`src/rtl/fetch_queue_if.sv`:
```
// Bundle of the fetch->queue push handshake and the queue->decode pop port.
//
// Handshake: the push side is valid/ready. A pair of packets moves on a
// rising clk edge exactly when push_valid_i & push_ready_o are both high
// (and no flush is requested). push_ready_o never depends on push_valid_i,
// so the producer may wait for ready before raising valid or do the reverse.
// The pop side is credit-free: decode sees up to two valid slots and
// reports in pop_count_i how many it consumes this cycle.
interface fetch_queue_if #(
  parameter int PKT_W = 65,
  parameter int CNT_W = 4
);
  logic [2*PKT_W-1:0] push_data_i;
  logic               push_valid_i;
  logic               push_ready_o;
  logic [2*PKT_W-1:0] pop_data_o;
  logic [1:0]         pop_valid_o;
  logic [1:0]         pop_count_i;
  logic               flush_i;
  logic [CNT_W-1:0]   count_o;
  logic               err_o;

  // Environment side: fetch, decode and the redirect logic.
  modport master (
    output push_data_i, push_valid_i, pop_count_i, flush_i,
    input  push_ready_o, pop_data_o, pop_valid_o, count_o, err_o
  );

  // Queue side.
  modport slave (
    input  push_data_i, push_valid_i, pop_count_i, flush_i,
    output push_ready_o, pop_data_o, pop_valid_o, count_o, err_o
  );
endinterface

```
`src/rtl/fetch_queue.sv`:
```
// Two-in / two-out instruction queue between fetch and decode.
// Circular buffer with head/tail pointers and a registered occupancy count.
// Packets enter strictly in pairs; decode retires 0, 1 or 2 per cycle.
module fetch_queue #(
  parameter int PC_BITS    = 32,
  parameter int INSTR_BITS = 32,
  parameter int DEPTH      = 8
) (
  input  logic          clk,
  input  logic          rst_n,
  fetch_queue_if.slave  bus
);
  localparam int PKT_W = PC_BITS + INSTR_BITS + 1;
  localparam int AW    = $clog2(DEPTH);
  localparam int CW    = AW + 1;

  logic [PKT_W-1:0] mem_q [DEPTH];
  logic [AW-1:0]    head_q, head_d, tail_q, tail_d;
  logic [AW-1:0]    head_nxt, tail_nxt;
  logic [CW-1:0]    count_q, count_d;
  logic             err_q, err_d;
  logic             push_ready, push_fire;
  logic [1:0]       pop_req, pop_eff;
  logic             pop_err;

  // Ready looks only at the registered count so it never combinationally
  // depends on what decode does this cycle.
  assign push_ready = (count_q <= CW'(DEPTH - 2));
  assign push_fire  = bus.push_valid_i & push_ready & ~bus.flush_i;
  assign head_nxt   = head_q + AW'(1);
  assign tail_nxt   = tail_q + AW'(1);

  // Clamp the retire request to what is actually held; flag over-pops.
  always_comb begin
    pop_req = (bus.pop_count_i == 2'd3) ? 2'd2 : bus.pop_count_i;
    pop_eff = pop_req;
    if (CW'(pop_req) > count_q) pop_eff = count_q[1:0];
    pop_err = (bus.pop_count_i == 2'd3) | (CW'(bus.pop_count_i) > count_q);
  end

  // Next pointers/count; flush wins over push and pop, error flag is sticky.
  always_comb begin
    head_d  = head_q;
    tail_d  = tail_q;
    count_d = count_q;
    err_d   = err_q | pop_err;
    if (bus.flush_i) begin
      head_d  = '0;
      tail_d  = '0;
      count_d = '0;
    end else begin
      head_d  = head_q + AW'(pop_eff);
      tail_d  = push_fire ? (tail_q + AW'(2)) : tail_q;
      count_d = count_q + (push_fire ? CW'(2) : CW'(0)) - CW'(pop_eff);
    end
  end

  // Pointer, count and error registers.
  always_ff @(posedge clk or negedge rst_n) begin
    if (!rst_n) begin
      head_q  <= '0;
      tail_q  <= '0;
      count_q <= '0;
      err_q   <= 1'b0;
    end else begin
      head_q  <= head_d;
      tail_q  <= tail_d;
      count_q <= count_d;
      err_q   <= err_d;
    end
  end

  // Packet storage; contents are meaningless until written, so no reset.
  always_ff @(posedge clk) begin
    if (push_fire) begin
      mem_q[tail_q]   <= bus.push_data_i[PKT_W-1:0];
      mem_q[tail_nxt] <= bus.push_data_i[2*PKT_W-1:PKT_W];
    end
  end

  assign bus.push_ready_o = push_ready;
  assign bus.pop_valid_o  = {(count_q >= CW'(2)), (count_q != '0)};
  assign bus.pop_data_o   = {mem_q[head_nxt], mem_q[head_q]};
  assign bus.count_o      = count_q;
  assign bus.err_o        = err_q;
endmodule
```
`src/flat_wrapper.sv`:
```
// flat-port wrapper written by rule: the top's interface ports become plain ports
module fetch_queue_flat 
#(
  parameter int PC_BITS    = 32,
  parameter int INSTR_BITS = 32,
  parameter int DEPTH      = 8
)
  (clk, rst_n, bus_push_data_i, bus_push_valid_i, bus_pop_count_i, bus_flush_i, bus_push_ready_o, bus_pop_data_o, bus_pop_valid_o, bus_count_o, bus_err_o);
  fetch_queue_if bus_i ();
  input  logic clk;
  input  logic rst_n;
  input wire logic [$bits(bus_i.push_data_i)-1:0] bus_push_data_i;
  input wire logic [$bits(bus_i.push_valid_i)-1:0] bus_push_valid_i;
  input wire logic [$bits(bus_i.pop_count_i)-1:0] bus_pop_count_i;
  input wire logic [$bits(bus_i.flush_i)-1:0] bus_flush_i;
  output wire logic [$bits(bus_i.push_ready_o)-1:0] bus_push_ready_o;
  output wire logic [$bits(bus_i.pop_data_o)-1:0] bus_pop_data_o;
  output wire logic [$bits(bus_i.pop_valid_o)-1:0] bus_pop_valid_o;
  output wire logic [$bits(bus_i.count_o)-1:0] bus_count_o;
  output wire logic [$bits(bus_i.err_o)-1:0] bus_err_o;
  assign bus_i.push_data_i = bus_push_data_i;
  assign bus_i.push_valid_i = bus_push_valid_i;
  assign bus_i.pop_count_i = bus_pop_count_i;
  assign bus_i.flush_i = bus_flush_i;
  assign bus_push_ready_o = bus_i.push_ready_o;
  assign bus_pop_data_o = bus_i.pop_data_o;
  assign bus_pop_valid_o = bus_i.pop_valid_o;
  assign bus_count_o = bus_i.count_o;
  assign bus_err_o = bus_i.err_o;
  fetch_queue #(.PC_BITS(PC_BITS), .INSTR_BITS(INSTR_BITS), .DEPTH(DEPTH)) u_core (.clk(clk), .rst_n(rst_n), .bus(bus_i));
endmodule
```
`config.mk`:
```
export PLATFORM = sky130hd
export DESIGN_NAME = fetch_queue_flat
export DESIGN_NICKNAME = d
export VERILOG_FILES = /design/src/rtl/fetch_queue_if.sv /design/src/rtl/fetch_queue.sv /design/src/flat_wrapper.sv
export SDC_FILE = /design/constraint.sdc
export NUM_CORES = 1
export LEC_CHECK = 0
export CAP_MARGIN = 15
export CORE_UTILIZATION = 44
export DETAILED_ROUTE_END_ITERATION = 10
export PLACE_DENSITY = 0.6
export RECOVER_POWER = 25
export SKIP_LAST_GASP = 1
export SYNTH_ARGS = -nofsm -noshare
export SYNTH_HDL_FRONTEND = slang
export SYNTH_SLANG_ARGS = --single-unit
```
`constraint.sdc`:
```
create_clock -name clk -period 10.1 [get_ports clk]
set_clock_uncertainty 0.1 [all_clocks]
set_input_delay 1.01 -clock clk [delete_from_list [all_inputs] [get_ports clk]]
set_output_delay 1.01 -clock clk [all_outputs]
set_load 0.01 [all_outputs]
```
# Yosys cells after proc, flatten, opt, wreduce, memory -nomap -nowiden
# Memories as Yosys holds them, arrays and structs flattened.
# Index checks and enable logic that the tools add are counted.
dict set report totals {
  regBits 11
  ramBits 520
  in_bits 136
  n_memories 1
}
dict set report classes {
  addsub 6
  magnitude_cmp 4
  eq_ne 1
  mux 9
  bitwise 5
  reduce_logical 2
}
# memory words width rd rd_clocked_by_memory_dff wr line
set mem_list {}
lappend mem_list {u_core.mem_q 8 65 2 0 2 fetch_queue.sv:17} ;# logic [PKT_W-1:0] mem_q [DEPTH];
# operator n
set op_table {}
lappend op_table {{$mux W3} 3}
lappend op_table {{$gt A2 B4 Y1} 2}
lappend op_table {{$add A3 B1 Y3 const B} 2}
lappend op_table {{$mux W2} 3}
lappend op_table {{$add A4 B4 Y4} 1}
lappend op_table {{$ge A4 B2 Y1 const B} 1}
lappend op_table {{$le A4 B3 Y1 const B} 1}
lappend op_table {{$mux W4} 1}
lappend op_table {{$reduce_bool A4 Y1} 1}
lappend op_table {{$sub A4 B2 Y4} 1}
lappend op_table {{$add A3 B2 Y3} 1}
lappend op_table {{$add A3 B2 Y3 const B} 1}
lappend op_table {{$and A1 B1 Y1} 2}
lappend op_table {{$eq A2 B2 Y1 const B} 1}
lappend op_table {{$mux W1} 2}
lappend op_table {{$or A1 B1 Y1} 2}
lappend op_table {{$reduce_bool A2 Y1} 1}
lappend op_table {{$not A1 Y1} 1}

# Longest topological paths before layout
# Gate-level depths: netlist of run 1.
dict set report depth {
  word_depth 7
  mapped_depth 13
  ltp_nobuf 12
}

# Worst setup path before layout of run 1
# OpenSTA, ideal clock, no wires.
dict set report synth_path {
  path_type {in2reg}
  startpoint {input bus_push_valid_i}
  endpoint {memory u_core.mem_q[6][0], enable pin}
  setup_time_ns 0.430
  arrival_time_ns 3.073
  slack_ns 6.497
  stages 3
  path_cell_list {clkbuf_1 and4b_1 and2_1}
}
# element line
set synth_lines {}
lappend synth_lines {{start, declared} flat_wrapper.sv:13} ;# input wire logic [$bits(bus_i.push_valid_i)-1:0] bus_push_valid_i;
lappend synth_lines {{end, declared} fetch_queue.sv:17}

# Final worst setup path of run 1
dict set report layout_path {
  startpoint {register u_core.head_q[0]}
  endpoint {output bus_pop_data_o[65]}
}
dict set report layout_between {
  elab_chain_cells 2
}
# element line
set layout_lines {}
lappend layout_lines {{start, declared} fetch_queue.sv:18} ;# logic [AW-1:0] head_q, head_d, tail_q, tail_d;
lappend layout_lines {{start signal, assigned} fetch_queue.sv:61} ;# head_q <= '0;
lappend layout_lines {{start signal, assigned} fetch_queue.sv:66} ;# head_q <= head_d;
lappend layout_lines {{$add A3 B1 Y3} fetch_queue.sv:30} ;# assign head_nxt = head_q + AW'(1);
lappend layout_lines {{$mem_v2 Z8 W65} n/a}
lappend layout_lines {{end, declared} flat_wrapper.sv:17} ;# output wire logic [$bits(bus_i.pop_data_o)-1:0] bus_pop_data_o;
# No other way between the ends.

==> results_dict.tcl, run 1 <==
set metrics [dict create \
    status "complete, but fails checks" \
    violations "max-capacitance violations, max-slew violations" \
    cp_slowest_cell "dfrtp_4" \
    synthAdderAreaFrac_pct 0.937 \
    startpoint_type "register" \
    grt_pass1_vias 15768 \
    critPathMaxFanout 60 \
    slew_viol_final 26 \
    finalPower_uw 8400 \
    path_clk_slew_ns 0.06 \
    cts_buffers 58 \
    clockBufferDepth 3 \
    crit_required_ns 8.99 \
    max_stage_delay_ns 1.08 \
    cts_hold_buf 0 \
    hold_viol_final 0 \
    core_mm2 0.0621 \
    cts_resized 0 \
    grt_first_pass_wirelength_um 105000 \
    io_pins 274 \
    final_common_cell "edfxtp_1" \
    vias 14844 \
    syn-instance-count 1432 \
    synthMuxAreaShare_pct 37.3 \
    cts_htree_levels 2 \
    synth_compound_area_share_pct 0.234 \
    syn_avg_cell_area_um2 19.4 \
    cts_setup_buffers 0 \
    postRouteAntennaNets 0 \
    synth_top_area_share_pct 56.2 \
    power_density_mw_per_mm2 256 \
    final_area_mm2 0.0328 \
    drtPass1Iterations 5 \
    setup_tns_ns 0 \
    setup_viol 0 \
    drcViolationCount 0 \
    synth_top_family_by_area "multiplexers" \
    drive_gt1_share_pct 45.3 \
    synth_seq_cells 530 \
    netlist_top_cells_area "edfxtp_1, mux4_2, mux2_2, mux4_1, buf_6" \
    synth-seq-area-share_pct 57.1 \
    wirelength_um 71900 \
    viasPerCell 5.92 \
    cp_data_arrival_time_ns 4.75 \
    clock_sinks 530 \
    die_w_um 253 \
    power_leakage_uw 0.0104 \
    grt.overflow.total 0 \
    post-route-period-util_pct 58.0 \
    maxCapViolations 1 \
    clk_latency_ns 0.61 \
    drtIter0Drc 958 \
    min_path_type "reg -> reg" \
    yosys.area.top_type "edfxtp_1" \
    nets 1772 \
    finalCriticalPeriod_ns 5.86 \
    std_cell_rows 91 \
    dpl.hpwl_um 41300 \
    globalplace.congestion 0.743 \
    wl_per_cell_um 28.7 \
    place_area_mm2 0.0309 \
    end_kind "primary output" \
    worst_pin_slew_ns 2.66 \
    grt_max_degree 146 \
    cts_root_buffer "clkbuf_16" \
    ys_types 33 \
    crit_chain "ha_4 > buf_4 > mux4_1 > mux2_2 > clkdlybuf4s50_1" \
    relSlewSlack_pct -77.4 \
    timing.fmax_ghz 0.171 \
    ir_drop_uv 216 \
    final_cell_mix "edfxtp_1, mux2_2, mux4_2, clkdlybuf4s50_1, dlygate4sd3_1" \
    die_h_um 253 \
    antenna_found_initial 20 \
    yosysWarnings 0 \
    rrSetupSlack_ns 5.27 \
    synth.net_count 1587 \
    cts_tree "yes" \
    synth-xor-area-share_pct 0.0946 \
    crit_type "reg -> out" \
    syn_area_mm2 0.0278 \
    synthSimpleGateAreaFrac_pct 0.648 \
    track_usage_pct 22.8 \
    io_buffers 273 \
    start_util_pct 44.8 \
    dieArea_mm2 0.0642 \
    rsz0062_at_grt "no" \
    syn2layout_area_growth_pct 18.0 \
]
-- cell usage after synthesis --
cell / number
a21bo_2: 1
nand2b_1: 1
mux4_2: 238
ha_1: 16
a21oi_1: 4
inv_1: 19
buf_4: 7
and2_1: 2
clkbuf_1: 75
nand4_1: 3
buf_2: 57
nand3_1: 2
nand4_2: 3
mux2_4: 2
nor2b_1: 8
xnor2_1: 2
nand2_1: 4
buf_1: 2
edfxtp_1: 520
nor2_1: 4
a31o_2: 2
mux2i_1: 1
dfrtp_1: 10
and4b_1: 1
mux4_1: 22
xor2_1: 1
buf_6: 28
buf_8: 1
fa_1: 3
o211ai_1: 1
o21ai_0: 2
mux2_2: 389
nor3_1: 1
-- per-layer routing --
| metal | vias up | routed length [µm] | track usage (%) | share of wire, % |
|---|---|---|---|---|
| met2 | 418 | 36800 | 39.7 | 51 |
| met5 | - | 119 | 0 | 0.17 |
| li1 | 6347 | - | - | - |
| met4 | 18 | 1240 | 4.81 | 1.7 |
| met3 | 99 | 4420 | 5.54 | 6.1 |
| met1 | 7962 | 29400 | 28.9 | 41 |
-- cells by family (layout without fill, tap and decap cells) --
| logic type | Yosys count | after routing |
|---|---|---|
| muxes | 652 | 652 |
| DFF | 530 | 530 |
| buffers and inverters | 189 | 423 |
| and+or+nand+nor | 29 | 29 |
| adders and majority gates | 19 | 19 |
| AOI/OAI and AO/OA | 10 | 10 |
| xor gates and xnor gates | 3 | 3 |
| other | 0 | 5 |
-- worst max-delay path, delay by kind of cell (launching register included) --
kind                     cells  cell delay (ns)
adder cells (fa/ha/maj)      1             0.55
buffers and inverters        2             1.38
multiplexers                 2             0.98
flip-flops                   1             1.08
-- path summary, 6_finish.rpt --
| kind | from | end | cells after the start |
|---|---|---|---|
| max | u_core.head_q[0] | bus_pop_data_o[65] | 5 |
| max in group asynchronous | rst_n | u_core.head_q[0] | 1 |
| min reg2reg | u_core.bus.err_o | u_core.bus.err_o | 2 |
| min | u_core.bus.err_o | u_core.bus.err_o | 2 |
| min in group asynchronous | rst_n | u_core.bus.err_o | 1 |
| max reg2reg | u_core.bus.count_o[2] | u_core.mem_q[6][33] | 5 |
-- state kept, by name, summed over array words and instances (netlist names) --
register            cells
u_core.bus.err_o        1
u_core.mem_q          520
u_core.head_q           3
u_core.tail_q           2
u_core.bus.count_o      4
-- power breakdown --
| group | internal, µW | leakage, µW | total (µW) | switching [µW] |
|---|---|---|---|---|
| Clock | 1270 | 0.000938 | 2140 | 867 |
| Combinational | 2020 | 0.00464 | 3540 | 1520 |
| Sequential | 2570 | 0.00483 | 2720 | 156 |
| Total | 5850 | 0.0104 | 8400 | 2540 |
-- layout make-up --
class                      instances  area (µm²)
sequential                       530       15900
clock inverter                    40         399
antenna                            5        12.5
inverter                          19        80.1
timing repair buffer             295        2910
fill                            4929       29300
multi-input combinational        713       10900
clock buffer                      69        1510
tap                              837        1050
-- stage by stage --
step | utilization, % | std cells | hold WS, ns | setup WS, ns
2_1_floorplan | - | 1432 | 0.406 | 6.50
5_1_grt | 52.8 | 2506 | 0.496 | 3.92
3_5_place_dp | 49.7 | 2394 | 0.427 | 4.70
4_1_cts | 52.8 | 2503 | 0.458 | 4.10
6_report | 52.8 | 2508 | 0.458 | 4.24
3_3_place_gp | 49.7 | 2394 | 0.421 | 4.79
Note: power is estimated with default switching activity, not from simulation.
==> run 2, diff against run 1 <==
--- a/config.mk
+++ b/config.mk
@@ -8,7 +8,7 @@
 export CAP_MARGIN = 15
 export CORE_UTILIZATION = 44
 export DETAILED_ROUTE_END_ITERATION = 10
-export PLACE_DENSITY = 0.6
+export PLACE_DENSITY = 0.63
 export RECOVER_POWER = 25
 export SKIP_LAST_GASP = 1
 export SYNTH_ARGS = -nofsm -noshare
==> constraint.sdc (replaced) <==
create_clock -name clk -period 4.69 [get_ports clk]
set_clock_uncertainty 0.1 [all_clocks]
set_input_delay 0.469 -clock clk [delete_from_list [all_inputs] [get_ports clk]]
set_output_delay 0.469 -clock clk [all_outputs]
set_load 0.01 [all_outputs]
==> results_dict.tcl, run 2 (same netlist as run 1, synthesis figures left out) <==
set metrics [dict create \
    crit_path_end "bus_pop_data_o[101]" \
    path_clk_slew_ns 0.06 \
    status "complete, but fails checks" \
    crit_type "reg -> out" \
    layout_setup_ws_ns 0.479 \
    drtPass1Iterations 5 \
    post-route-period-util_pct 89.8 \
    grt.overflow.total 0 \
    setup_tns_ns 0 \
    die_h_um 253 \
    grt_max_degree 129 \
    cts_setup_buffers 0 \
    switching_share_pct 30.5 \
    reg2reg_to "u_core.mem_q[1][11]" \
    wl_per_cell_um 28.4 \
    grt_first_pass_wirelength_um 105000 \
    final_common_cell "edfxtp_1" \
    viasPerCell 5.93 \
    power_density_mw_per_mm2 545 \
    place_area_mm2 0.0312 \
    end_kind "primary output" \
    die_w_um 253 \
    std_cell_rows 91 \
    clock_sinks 530 \
    io_pins 274 \
    critPathMaxFanout 41 \
    dieArea_mm2 0.0642 \
    largest-register "u_core.mem_q" \
    grt_pass1_vias 15824 \
    cts_root_buffer "clkbuf_16" \
    setup_viol 0 \
    startpoint "u_core.head_q[1]" \
    core_mm2 0.0621 \
    violations "max-capacitance violations, max-slew violations" \
    postRouteAntennaNets 0 \
    syn2layout_area_growth_pct 18.8 \
    hold_viol_final 0 \
    cp_data_arrival_time_ns 3.64 \
    finalPower_uw 18000 \
    startpoint_type "register" \
    dp_slack_ns 1.04 \
    dpl.hpwl_um 42800 \
    finalCriticalPeriod_ns 4.21 \
    drtIter0Drc 1001 \
    wirelength_um 71800 \
    cts_resized 0 \
    power_leakage_uw 0.0105 \
    reg2reg_depth 5 \
    p_seq_share_pct 31.6 \
    io_buffers 273 \
    cts_buffers 58 \
    globalplace.congestion 0.756 \
    rrSetupSlack_ns 0.57 \
    clk_latency_ns 0.63 \
    timing.fmax_ghz 0.237 \
    nets 1791 \
    rr_startpoint "u_core.bus.count_o[2]" \
    ir_drop_uv 334 \
    dp.cells 2413 \
    internal_power_uw 12500 \
    p_sw_uw 5500 \
    cts_htree_levels 2 \
    clockBufferDepth 3 \
    pwr-share-clk_pct 24.4 \
    rsz0062_at_grt "no" \
    p_comb_share_pct 44.0 \
    final_area_mm2 0.0330 \
    relSlewSlack_pct -0.439 \
    stdcell_count 2529 \
    min_path_type "in -> async" \
    track_usage_pct 22.6 \
    largest_reg_flops 520 \
    final_cell_mix "edfxtp_1, mux2_2, mux4_2, clkdlybuf4s50_1, dlygate4sd3_1" \
    maxCapViolations 1 \
    cts_tree "yes" \
    crit_required_ns 4.12 \
    drive_gt1_share_pct 45.3 \
    vias 15004 \
    start_util_pct 44.8 \
    worst_pin_slew_ns 1.50 \
    drcViolationCount 0 \
    slew_viol_final 18 \
    antenna_found_initial 16 \
    cts_hold_buf 0 \
]
run 2: changes by cell type in the layout (fill, tap and decap cells not counted), moves of 4 or more:
| cell | change |
|---|---|
| buf_12 | +15 |
| buf_4 | +4 |
| clkinv_1 | +7 |
| clkinv_2 | -10 |
| inv_4 | +7 |
run 2: through the flow:
| step | utilization (%) | hold slack (ns) |
|---|---|---|
| final | 53.2 | 0.164 |
| after global placement | 50.3 | 0.497 |
| after global routing | 53.2 | 0.190 |
| after floorplan | - | 0.0734 |
| after CTS | 53.2 | 0.0755 |
| after detailed placement | 50.3 | 0.526 |
run 2: worst min path at each step:
stage,to,depth (start not counted)
floorplan,u_core.bus.count_o[0],0
global placement,u_core.bus.err_o,2
detailed placement,u_core.bus.err_o,2
CTS,u_core.bus.count_o[2],1
global route,u_core.bus.count_o[2],1
finish,u_core.bus.count_o[2],1
run 2: critical path: stages, from the launching register on:
cell	delay (ns)
dfrtp_4	0.65
ha_4	0.54
buf_12	0.38
mux4_1	0.60
mux2_2	0.27
clkdlybuf4s50_1	0.56
run 2: routing by layer:
| layer | track usage [%] | wire (µm) | up-vias |
|---|---|---|---|
| li1 | - | - | 6393 |
| met1 | 29.7 | 29600 | 8029 |
| met2 | 37.7 | 35700 | 448 |
| met3 | 5.49 | 4980 | 118 |
| met4 | 5.40 | 1430 | 16 |
| met5 | 0 | 113 | - |
run 2: power groups by stage:
stage	registers (µW)	clock network, µW	logic [µW]
2_1_floorplan	5710	0	5010
3_3_place_gp	5770	0	8040
3_5_place_dp	5790	0	8050
4_1_cts	5690	4480	8090
5_1_grt	5720	4620	8440
6_report	5690	4390	7920
run 2: area by class of cell:
type | count | area, µm²
Timing Repair Buffer | 314 | 3240
Clock buffer | 69 | 1490
Sequential cell | 530 | 15900
Antenna cell | 8 | 20.0
Clock inverter | 39 | 317
Multi-Input combinational cell | 713 | 10900
Fill cell | 4857 | 29100
Inverter | 19 | 88.8
Tap cell | 837 | 1050
